==> config.mk <==
export PLATFORM = sky130hd
export DESIGN_NAME = lsu_ld_return
export DESIGN_NICKNAME = d
export VERILOG_FILES = /design/src/rtl/lsu_pkg.sv /design/src/rtl/lsu_tag_fifo.sv /design/src/rtl/lsu_ld_return.sv
export SDC_FILE = /design/constraint.sdc
export NUM_CORES = 1
export LEC_CHECK = 0
export CORE_MARGIN = 8
export CORE_UTILIZATION = 43
export CTS_CLUSTER_DIAMETER = 60
export DETAILED_ROUTE_END_ITERATION = 7
export PLACE_DENSITY = 0.86
export SLEW_MARGIN = 20
export SYNTH_ARGS = -nofsm -noshare
export SYNTH_HDL_FRONTEND = slang
export SYNTH_SLANG_ARGS = --single-unit
export TNS_END_PERCENT = 30
==> constraint.sdc <==
create_clock -name i_clk -period 7.1 [get_ports i_clk]
set_input_delay 1.42 -clock i_clk [delete_from_list [all_inputs] [get_ports i_clk]]
set_output_delay 1.42 -clock i_clk [all_outputs]
set_load 0.02 [all_outputs]
==> src/rtl/lsu_pkg.sv <==
// Shared types and constants for the LSU load-return path.
// - region_e  : decoded target region, RGN_ERR marks unmapped/misaligned loads
// - *_MATCH/*_MASK : region decode on addr[15:0]
// - F3_*      : load funct3 encodings
// - ld_tag_t  : per-load bookkeeping held while the load is outstanding
package lsu_pkg;

  typedef enum logic [1:0] {
    RGN_IP   = 2'd0,
    RGN_OP   = 2'd1,
    RGN_SRAM = 2'd2,
    RGN_ERR  = 2'd3
  } region_e;

  // Region decode on the low address half; upper bits are not part of the map.
  localparam logic [15:0] IP_MATCH   = 16'h7800;
  localparam logic [15:0] IP_MASK    = 16'hFFC0;
  localparam logic [15:0] OP_MATCH   = 16'h7000;
  localparam logic [15:0] OP_MASK    = 16'hFFC0;
  localparam logic [15:0] SRAM_MATCH = 16'h2000;
  localparam logic [15:0] SRAM_MASK  = 16'hE000;

  localparam logic [2:0] F3_LB  = 3'b000;
  localparam logic [2:0] F3_LH  = 3'b001;
  localparam logic [2:0] F3_LW  = 3'b010;
  localparam logic [2:0] F3_LBU = 3'b100;
  localparam logic [2:0] F3_LHU = 3'b101;

  typedef struct packed {
    region_e    region;
    logic [1:0] offset;
    logic [2:0] funct3;
    logic       err;
  } ld_tag_t;

endpackage

==> src/rtl/lsu_tag_fifo.sv <==
// Synchronous FIFO of outstanding-load tags.
// Ports:
//   i_clk, i_rst_n : clock, async active-low reset (drops all entries)
//   i_push, i_data : write a tag (caller guarantees not full)
//   i_pop          : drop the head (caller guarantees not empty)
//   o_data         : head tag, valid when !o_empty
//   o_count, o_full, o_empty : occupancy
module lsu_tag_fifo
  import lsu_pkg::*;
#(
  parameter int unsigned DEPTH = 2
) (
  input  logic                     i_clk,
  input  logic                     i_rst_n,
  input  logic                     i_push,
  input  ld_tag_t                  i_data,
  input  logic                     i_pop,
  output ld_tag_t                  o_data,
  output logic [$clog2(DEPTH):0]   o_count,
  output logic                     o_full,
  output logic                     o_empty
);

  localparam int unsigned PtrW = $clog2(DEPTH);

  ld_tag_t             mem_q [DEPTH];
  logic [PtrW-1:0]     wr_ptr_q, wr_ptr_d;
  logic [PtrW-1:0]     rd_ptr_q, rd_ptr_d;
  logic [PtrW:0]       count_q, count_d;

  // DEPTH is a power of two, so the pointers wrap on their own.
  always_comb begin
    wr_ptr_d = wr_ptr_q;
    rd_ptr_d = rd_ptr_q;
    count_d  = count_q;
    if (i_push) wr_ptr_d = wr_ptr_q + 1'b1;
    if (i_pop)  rd_ptr_d = rd_ptr_q + 1'b1;
    case ({i_push, i_pop})
      2'b10:   count_d = count_q + 1'b1;
      2'b01:   count_d = count_q - 1'b1;
      default: count_d = count_q;
    endcase
  end

  always_ff @(posedge i_clk or negedge i_rst_n) begin
    if (!i_rst_n) begin
      wr_ptr_q <= '0;
      rd_ptr_q <= '0;
      count_q  <= '0;
      for (int i = 0; i < int'(DEPTH); i++) mem_q[i] <= '0;
    end else begin
      wr_ptr_q <= wr_ptr_d;
      rd_ptr_q <= rd_ptr_d;
      count_q  <= count_d;
      if (i_push) mem_q[wr_ptr_q] <= i_data;
    end
  end

  assign o_data  = mem_q[rd_ptr_q];
  assign o_count = count_q;
  assign o_full  = (count_q == (PtrW+1)'(DEPTH));
  assign o_empty = (count_q == '0);

endmodule

==> src/rtl/lsu_ld_return.sv <==
// Load-return unit: decodes each load's region, strobes that region, keeps the
// load's tag in a FIFO and, when the region answers, extracts/extends the lane
// and registers the result. Unmapped or misaligned loads skip the region and
// retire as errors once they reach the FIFO head.
// Ports:
//   i_clk, i_rst_n          : clock, async active-low reset
//   i_req_vld/o_req_rdy     : load request handshake
//   i_req_addr/i_req_funct3 : byte address and load type
//   o_rgn_req/o_rgn_addr    : one-hot region strobe and word address (accept cycle)
//   i_rgn_rvld/i_rgn_rdata  : per-region single-cycle response
//   o_ld_vld/o_ld_data/o_ld_err : registered result pulse, data/err held between pulses
module lsu_ld_return
  import lsu_pkg::*;
#(
  parameter int unsigned NUM_REGIONS = 3,
  parameter int unsigned DEPTH       = 2,
  parameter int unsigned DATA_W      = 32  // only 32 is supported
) (
  input  logic                          i_clk,
  input  logic                          i_rst_n,
  input  logic                          i_req_vld,
  output logic                          o_req_rdy,
  input  logic [31:0]                   i_req_addr,
  input  logic [2:0]                    i_req_funct3,
  output logic [NUM_REGIONS-1:0]        o_rgn_req,
  output logic [31:0]                   o_rgn_addr,
  input  logic [NUM_REGIONS-1:0]        i_rgn_rvld,
  input  logic [NUM_REGIONS*DATA_W-1:0] i_rgn_rdata,
  output logic                          o_ld_vld,
  output logic [DATA_W-1:0]             o_ld_data,
  output logic                          o_ld_err
);

  localparam int unsigned CntW = $clog2(DEPTH) + 1;

  region_e             req_rgn;
  logic                req_misal;
  ld_tag_t             req_tag;
  ld_tag_t             head_tag;
  logic [CntW-1:0]     fifo_cnt;
  logic                fifo_full, fifo_empty;
  logic                accept, pop;
  logic                head_rvld;
  logic [DATA_W-1:0]   head_word;
  logic [7:0]          lane_byte;
  logic [15:0]         lane_half;

  logic                ld_vld_q, ld_vld_d;
  logic [DATA_W-1:0]   ld_data_q, ld_data_d;
  logic                ld_err_q, ld_err_d;

  // Request decode: first matching region wins.
  always_comb begin
    req_rgn = RGN_ERR;
    if ((i_req_addr[15:0] & IP_MASK) == IP_MATCH)        req_rgn = RGN_IP;
    else if ((i_req_addr[15:0] & OP_MASK) == OP_MATCH)   req_rgn = RGN_OP;
    else if ((i_req_addr[15:0] & SRAM_MASK) == SRAM_MATCH) req_rgn = RGN_SRAM;

    case (i_req_funct3)
      F3_LB, F3_LBU: req_misal = 1'b0;
      F3_LH, F3_LHU: req_misal = i_req_addr[0];
      F3_LW:         req_misal = |i_req_addr[1:0];
      default:       req_misal = 1'b1;
    endcase

    req_tag.err    = (req_rgn == RGN_ERR) | req_misal;
    req_tag.region = req_tag.err ? RGN_ERR : req_rgn;
    req_tag.offset = i_req_addr[1:0];
    req_tag.funct3 = i_req_funct3;
  end

  // All outstanding entries share one region, so the head stands for all of
  // them. Readiness looks only at current occupancy, never at a same-cycle pop.
  assign o_req_rdy = !fifo_full & ((fifo_cnt == '0) | (head_tag.region == req_tag.region));
  assign accept    = i_req_vld & o_req_rdy;

  always_comb begin
    o_rgn_req = '0;
    for (int r = 0; r < int'(NUM_REGIONS); r++) begin
      o_rgn_req[r] = accept & !req_tag.err & (int'(req_tag.region) == r);
    end
  end
  assign o_rgn_addr = {i_req_addr[31:2], 2'b00};

  lsu_tag_fifo #(
    .DEPTH(DEPTH)
  ) u_tag_fifo (
    .i_clk   (i_clk),
    .i_rst_n (i_rst_n),
    .i_push  (accept),
    .i_data  (req_tag),
    .i_pop   (pop),
    .o_data  (head_tag),
    .o_count (fifo_cnt),
    .o_full  (fifo_full),
    .o_empty (fifo_empty)
  );

  // Response of the head's region only; other regions' valids are ignored.
  always_comb begin
    head_rvld = 1'b0;
    head_word = '0;
    for (int r = 0; r < int'(NUM_REGIONS); r++) begin
      if (int'(head_tag.region) == r) begin
        head_rvld = i_rgn_rvld[r];
        head_word = i_rgn_rdata[r*DATA_W +: DATA_W];
      end
    end
  end

  // Error entries retire the first cycle they are head.
  assign pop = !fifo_empty & (head_tag.err | head_rvld);

  always_comb begin
    lane_byte = head_word[{head_tag.offset, 3'b000} +: 8];
    lane_half = head_tag.offset[1] ? head_word[31:16] : head_word[15:0];
    case (head_tag.funct3)
      F3_LB:   ld_data_d = {{(DATA_W-8){lane_byte[7]}}, lane_byte};
      F3_LBU:  ld_data_d = {{(DATA_W-8){1'b0}}, lane_byte};
      F3_LH:   ld_data_d = {{(DATA_W-16){lane_half[15]}}, lane_half};
      F3_LHU:  ld_data_d = {{(DATA_W-16){1'b0}}, lane_half};
      default: ld_data_d = head_word;
    endcase
    if (head_tag.err) ld_data_d = '0;
    ld_err_d = head_tag.err;
    ld_vld_d = pop;
  end

  always_ff @(posedge i_clk or negedge i_rst_n) begin
    if (!i_rst_n) begin
      ld_vld_q  <= 1'b0;
      ld_data_q <= '0;
      ld_err_q  <= 1'b0;
    end else begin
      ld_vld_q <= ld_vld_d;
      if (pop) begin
        ld_data_q <= ld_data_d;
        ld_err_q  <= ld_err_d;
      end
    end
  end

  assign o_ld_vld  = ld_vld_q;
  assign o_ld_data = ld_data_q;
  assign o_ld_err  = ld_err_q;

endmodule

**After elaboration in Yosys (flattened, before gate mapping)**

Index checks and enable logic that the tools add are counted.
Widths: inputs -> output; s select.

- Equal/unequal tests: 19
- Bitwise logic cells: 12
- Add/subtract/negate cells: 4
- Reduce and logical (&&, ||, !) cells: 13
- Muxes and demuxes: 21
- Divide/modulo/power cells: 0
- $lt $le $gt $ge: 3
- Shift-type cells: 1
- Multipliers: 0

Operator list:

| kind | count |
|---|---|
| $mux 32 | 4 |
| $pmux 32 s4 | 1 |
| $mux 8 | 4 |
| $shiftx 32x6->8 | 1 |
| $eq 10x9->1 const B | 2 |
| $bwmux 16 | 1 |
| $mux 16 | 1 |
| $eq 2x2->1 const B | 7 |
| $eq 3x3->1 const B | 4 |
| $eq 3x1->1 const B | 3 |
| $demux 8 s1 | 1 |
| $and 1x1->1 | 7 |
| $logic_not 2->1 | 3 |
| $logic_not 3->1 | 2 |
| $mux 2 | 3 |
| $reduce_or 2->1 | 3 |
| $ge 2x2->1 const B | 2 |
| $mux 1 | 4 |
| $not 1->2 | 2 |
| $pmux 2 s2 | 1 |
| $eq 3x2->1 const B | 1 |
| $logic_not 1->1 | 3 |
| $or 1x1->1 | 3 |
| $pmux 1 s3 | 1 |
| other kinds (8) | 9 |

- Bits in latches: 0
- Bits in registers: 54
- ROM bits: 0
- Memories: 0
- Memory bits (writable): 0
- Bits of input ports: 137
- Output and inout port bits: 70

**Logic depth before layout (Yosys ltp)**

- Word-level depth: 13
- Depth in mapped cells: 12

**Hierarchy**

A second synthesis with hierarchy kept.

- Cell total of the unflattened synthesis: 397
- Area, all modules: 3882.5 um^2

Modules (own cells, without submodules):

| module | sequential area each (um^2) | instances | cells each | area each (um^2) |
|---|---|---|---|---|
| lsu_ld_return | 850.8 | 1 | 340 | 3015.4 |
| lsu_tag_fifo | 500.5 | 1 | 57 | 867.1 |

**Least setup slack after synthesis**

No wires, ideal clock.

- Path kind: in2out
- Start: input i_req_funct3[2]
- End: output o_rgn_req[1]
- Setup slack: 2.443 ns
- Stages: 7
- Data arrival time: 3.237 ns
- Required time: 5.680 ns
- Cell sequence: o31a_1 > o22ai_1 > a21o_1 > a41oi_1 > inv_2 > nand2_1 > nor4_1

- Word-level cells in the longest chain between the ends: 11

RTL lines:

| what | RTL line | RTL |
|---|---|---|
| from (decl) | lsu_ld_return.sv:24 | `input logic [2:0] i_req_funct3,` |
| $eq 3x1->1 (tied with other cells) | lsu_ld_return.sv:59 | `case (i_req_funct3)` |
| $reduce_or 2->1 | lsu_ld_return.sv:59 |  |
| $pmux 1 s3 (*) | lsu_ld_return.sv:59 |  |
| $or 1x1->1 (*) | lsu_ld_return.sv:66 | `req_tag.err = (req_rgn == RGN_ERR) \| req_misal;` |
| $mux 2 (*) | lsu_ld_return.sv:67 | `req_tag.region = req_tag.err ? RGN_ERR : req_rgn;` |
| $eq 2x2->1 (*) | lsu_ld_return.sv:74 | `assign o_req_rdy = !fifo_full & ((fifo_cnt == '0) \| (head_tag.region == req_tag.region));` |
| $or 1x1->1 (*) | lsu_ld_return.sv:74 |  |
| $and 1x1->1 (*) | lsu_ld_return.sv:74 |  |
| named net o_req_rdy | lsu_ld_return.sv:22 | `output logic o_req_rdy,` |
| $and 1x1->1 (*) | lsu_ld_return.sv:75 | `assign accept = i_req_vld & o_req_rdy;` |
| $and 1x1->1 (*) (2 in series) | lsu_ld_return.sv:80 | `o_rgn_req[r] = accept & !req_tag.err & (int'(req_tag.region) == r);` |
| to (decl) | lsu_ld_return.sv:25 | `output logic [NUM_REGIONS-1:0] o_rgn_req,` |

Mark *: on every way through the listed nets, which the timed path passes. The rest lies on a longest branch.

**Worst setup path after layout**

- Start: input i_req_addr[10]
- End: output o_rgn_req[1]

- Word-level cells in the longest chain between the ends: 12

RTL lines:

| what | RTL line | RTL |
|---|---|---|
| from (decl) | lsu_ld_return.sv:23 | `input logic [31:0] i_req_addr,` |
| $eq 10x9->1 | lsu_ld_return.sv:56 | `else if ((i_req_addr[15:0] & OP_MASK) == OP_MATCH) req_rgn = RGN_OP;` |
| $mux 2 | lsu_ld_return.sv:56 |  |
| $mux 2 (*) | lsu_ld_return.sv:55 | `if ((i_req_addr[15:0] & IP_MASK) == IP_MATCH) req_rgn = RGN_IP;` |
| $eq 2x2->1 | lsu_ld_return.sv:66 |  |
| $or 1x1->1 | lsu_ld_return.sv:66 |  |
| $mux 2 | lsu_ld_return.sv:67 |  |
| $eq 2x2->1 | lsu_ld_return.sv:74 |  |
| $or 1x1->1 | lsu_ld_return.sv:74 |  |
| $and 1x1->1 | lsu_ld_return.sv:74 |  |
| $and 1x1->1 | lsu_ld_return.sv:75 |  |
| $and 1x1->1 | lsu_ld_return.sv:80 |  |
| $and 1x1->1 (*) | lsu_ld_return.sv:80 |  |

Every way passes the cells marked *; elsewhere a longest branch is shown, timed or not.

==> flow_summary.json <==
{
  "cts.htree.levels": 2,
  "worst_slew_pin_slew_ns": 1.07,
  "syn2layout_area_growth_pct": 41.7,
  "num_vias": 3562,
  "final_common_cell": "clkdlybuf4s50_1",
  "die-area_um2": 12000,
  "num_rows": 34,
  "stdcell_count": 638,
  "hold_end": "o_ld_data[31]",
  "drive_gt1_frac": 0.0698,
  "status": "complete, no violations",
  "finalWirelength_mm": 12.6,
  "dp_cells": 632,
  "slew_viol_final": 0,
  "leakagePower_nw": 2.04,
  "slowest_stage": "clkdlybuf4s50_1",
  "required_ns": 5.68,
  "grt.overflow.total": 0,
  "synth.avg_cell_area_um2": 9.23,
  "grt_pass1_vias": 3672,
  "critPathMaxFanout": 5,
  "fmax_mhz": 174,
  "crit_path_cell_trace": "clkdlybuf4s50_1 > nor4_1 > nand3_1 > o21ai_0 > a41oi_1 > inv_2 > nand2_1 > nor4_1 > clkdlybuf4s50_1",
  "async_reset_ff_frac": 1.00,
  "final_area_um2": 5350,
  "antenna_found_initial": 0,
  "r2r_setup_slack_ns": 3.35,
  "start_kind": "input port",
  "antenna_left": 0,
  "grt_max_degree": 55,
  "post-cts-setup-buffers": 0,
  "drcViolationCount": 0,
  "grt_pass1_wl_mm": 19.3,
  "yosysSeqAreaShare": 0.358,
  "via_per_inst": 5.58,
  "maxCapViolCount": 0,
  "clkSlewWorstSetupHoldPaths_ns": 0.09,
  "cts_tree": "done",
  "tns_ns": 0,
  "wl_per_cell_um": 19.7,
  "track_usage": 0.206,
  "fp.dieW_um": 110,
  "hp-start": "o_ld_data[31]",
  "dp_hpwl_mm": 10.0,
  "clk_latency_ns": 0.31,
  "synth-main-ff-cell": "dfrtp_1",
  "drtIter0Drc": 149,
  "synth_cells": 409,
  "timing.rr.start": "u_tag_fifo.rd_ptr_q",
  "rsz0062_at_grt": "false",
  "crit_path_end_kind": "primary output",
  "netlist_area_um2": 3770,
  "finalSetupViolations": 0,
  "fin_ws_ns": 1.35,
  "start_util": 0.437,
  "crit_type": "in2out",
  "core_um2": 8640,
  "ff2ff_path_depth": 7,
  "final_nets": 669,
  "portBuffers": 164,
  "cts_max_path_buffers": 2,
  "post-place-ws_ns": 1.43,
  "place_area_um2": 5260,
  "globalplace.congestion": 0.927,
  "slowest_delay_ns": 0.66,
  "final_cell_mix": "163 x clkdlybuf4s50_1, 56 x nand2_1, 54 x dfrtp_1",
  "worstReg2RegEnd": "o_ld_data[19]",
  "worstPathArrival_ns": 4.33,
  "ys_types": 52,
  "die_y_um": 110,
  "cts-buffers-inserted": 5,
  "cts_resized": 0,
  "ir_drop_mv": 0.148,
  "fin_hold_ws_ns": 0.483,
  "synth-seq-cells": 54,
  "min_period_ns": 5.75,
  "slew_headroom": 0.263,
  "root_buffer": "clkbuf_8",
  "antenna_cells": 0,
  "synth_edf_count": 0,
  "finalCritPeriodShare": 0.809,
  "min_path_cells": 2,
  "hold_violations": 0,
  "yosys_warnings": 0,
  "cts.sinks": 54,
  "powerDensity_nw_per_um2": 292,
  "hold_path_class": "reg2reg",
  "finalClockSkew_ns": 0.0103,
  "cts_hold_buf": 0,
  "first_pass_iters": 4,
  "ios": 207
}
-- area by class of cell --
class                      instances  area (um2)
timing repair buffer             168        1670
multi-input combinational        299        2100
tap                              108         135
fill                             726        3290
inverter                           3        11.3
sequential                        54        1350
clock buffer                       6        82.6
-- worst max-delay path by stage --
stage	slack [ns]	endpoint	cells past startpoint	from
3_5_place_dp	1.43	o_rgn_req[1]	9	i_req_addr[10]
4_1_cts	1.43	o_rgn_req[1]	9	i_req_addr[10]
2_1_floorplan	2.44	o_rgn_req[1]	7	i_req_funct3[2]
3_3_place_gp	1.74	o_rgn_req[1]	9	i_req_funct3[2]
6_report	1.35	o_rgn_req[1]	9	i_req_addr[10]
5_1_grt	1.21	o_rgn_req[1]	9	i_req_addr[10]
-- where the power goes --
group	total (mW)	internal [mW]	switching, mW
combinational	0.937	0.385	0.551
clock	0.168	0.0755	0.0928
sequential	0.454	0.376	0.0784
total	1.56	0.836	0.723
-- layer usage --
metal | part of all wire | track usage | routed length [um] | vias to the layer above
met5 | 0 | 0 | 0 | -
met4 | 0.034 | 0.0964 | 429 | 0
met3 | 0.075 | 0.0516 | 938 | 39
met2 | 0.52 | 0.354 | 6520 | 142
met1 | 0.37 | 0.234 | 4690 | 1687
li1 | - | - | - | 1694
-- cells in the mapped netlist (2+ instances only) --
cell / count / area share
nand2_1: 56 / 0.056
dfrtp_1: 54 / 0.36
nor2_1: 47 / 0.047
mux2i_1: 39 / 0.10
buf_4: 32 / 0.064
mux2_1: 18 / 0.054
clkbuf_1: 17 / 0.017
o2bb2ai_1: 16 / 0.037
o21ai_0: 11 / 0.015
o21ai_2: 10 / 0.023
a21oi_1: 8 / 0.011
a22o_1: 8 / 0.019
nor2b_1: 8 / 0.013
o211ai_1: 8 / 0.016
o21ai_1: 8 / 0.011
a211oi_1: 7 / 0.014
o41ai_1: 7 / 0.016
nand3_1: 6 / 0.0080
mux2_2: 5 / 0.015
xnor2_1: 4 / 0.0093
buf_2: 2 / 0.0027
buf_6: 2 / 0.0060
inv_1: 2 / 0.0020
mux4_2: 2 / 0.012
nand2b_1: 2 / 0.0033
nor4_1: 2 / 0.0033
o22ai_1: 2 / 0.0033
o31a_1: 2 / 0.0046
-- critical path, delay by kind of cell --
family / cells / cell delay, ns
AO/OA/AOI/OAI: 2 / 0.48
buffers and inverters: 3 / 1.19
AND/OR/NAND/NOR: 4 / 1.22
-- stage by stage --
stage	total power, mW	util
final	1.56	0.619
after global routing	1.66	0.619
after CTS	1.56	0.619
after detailed placement	1.39	0.609
after global placement	1.36	0.609
after floorplan	1.10	-
-- flip-flops by register name, indices dropped and copies added, names as in the netlist --
signal	count
u_tag_fifo.mem_q	16
o_ld_vld	1
o_ld_err	1
o_ld_data	32
u_tag_fifo.rd_ptr_q	1
u_tag_fifo.wr_ptr_q	1
u_tag_fifo.o_count	2
-- cell families (layout without fill, tap and decap cells) --
family / after synthesis / count (layout) / share of synthesized area
compound gates: 99 / 99 / 0.200
xor+xnor: 5 / 5 / 0.0116
buf+inv: 57 / 177 / 0.0931
fa+ha+maj: 1 / 1 / 0.00331
simple gates: 127 / 127 / 0.143
flops: 54 / 54 / 0.358
other cells: 1 / 2 / 0.000993
mux: 65 / 65 / 0.190
Note: power is estimated with default switching activity, not from simulation.
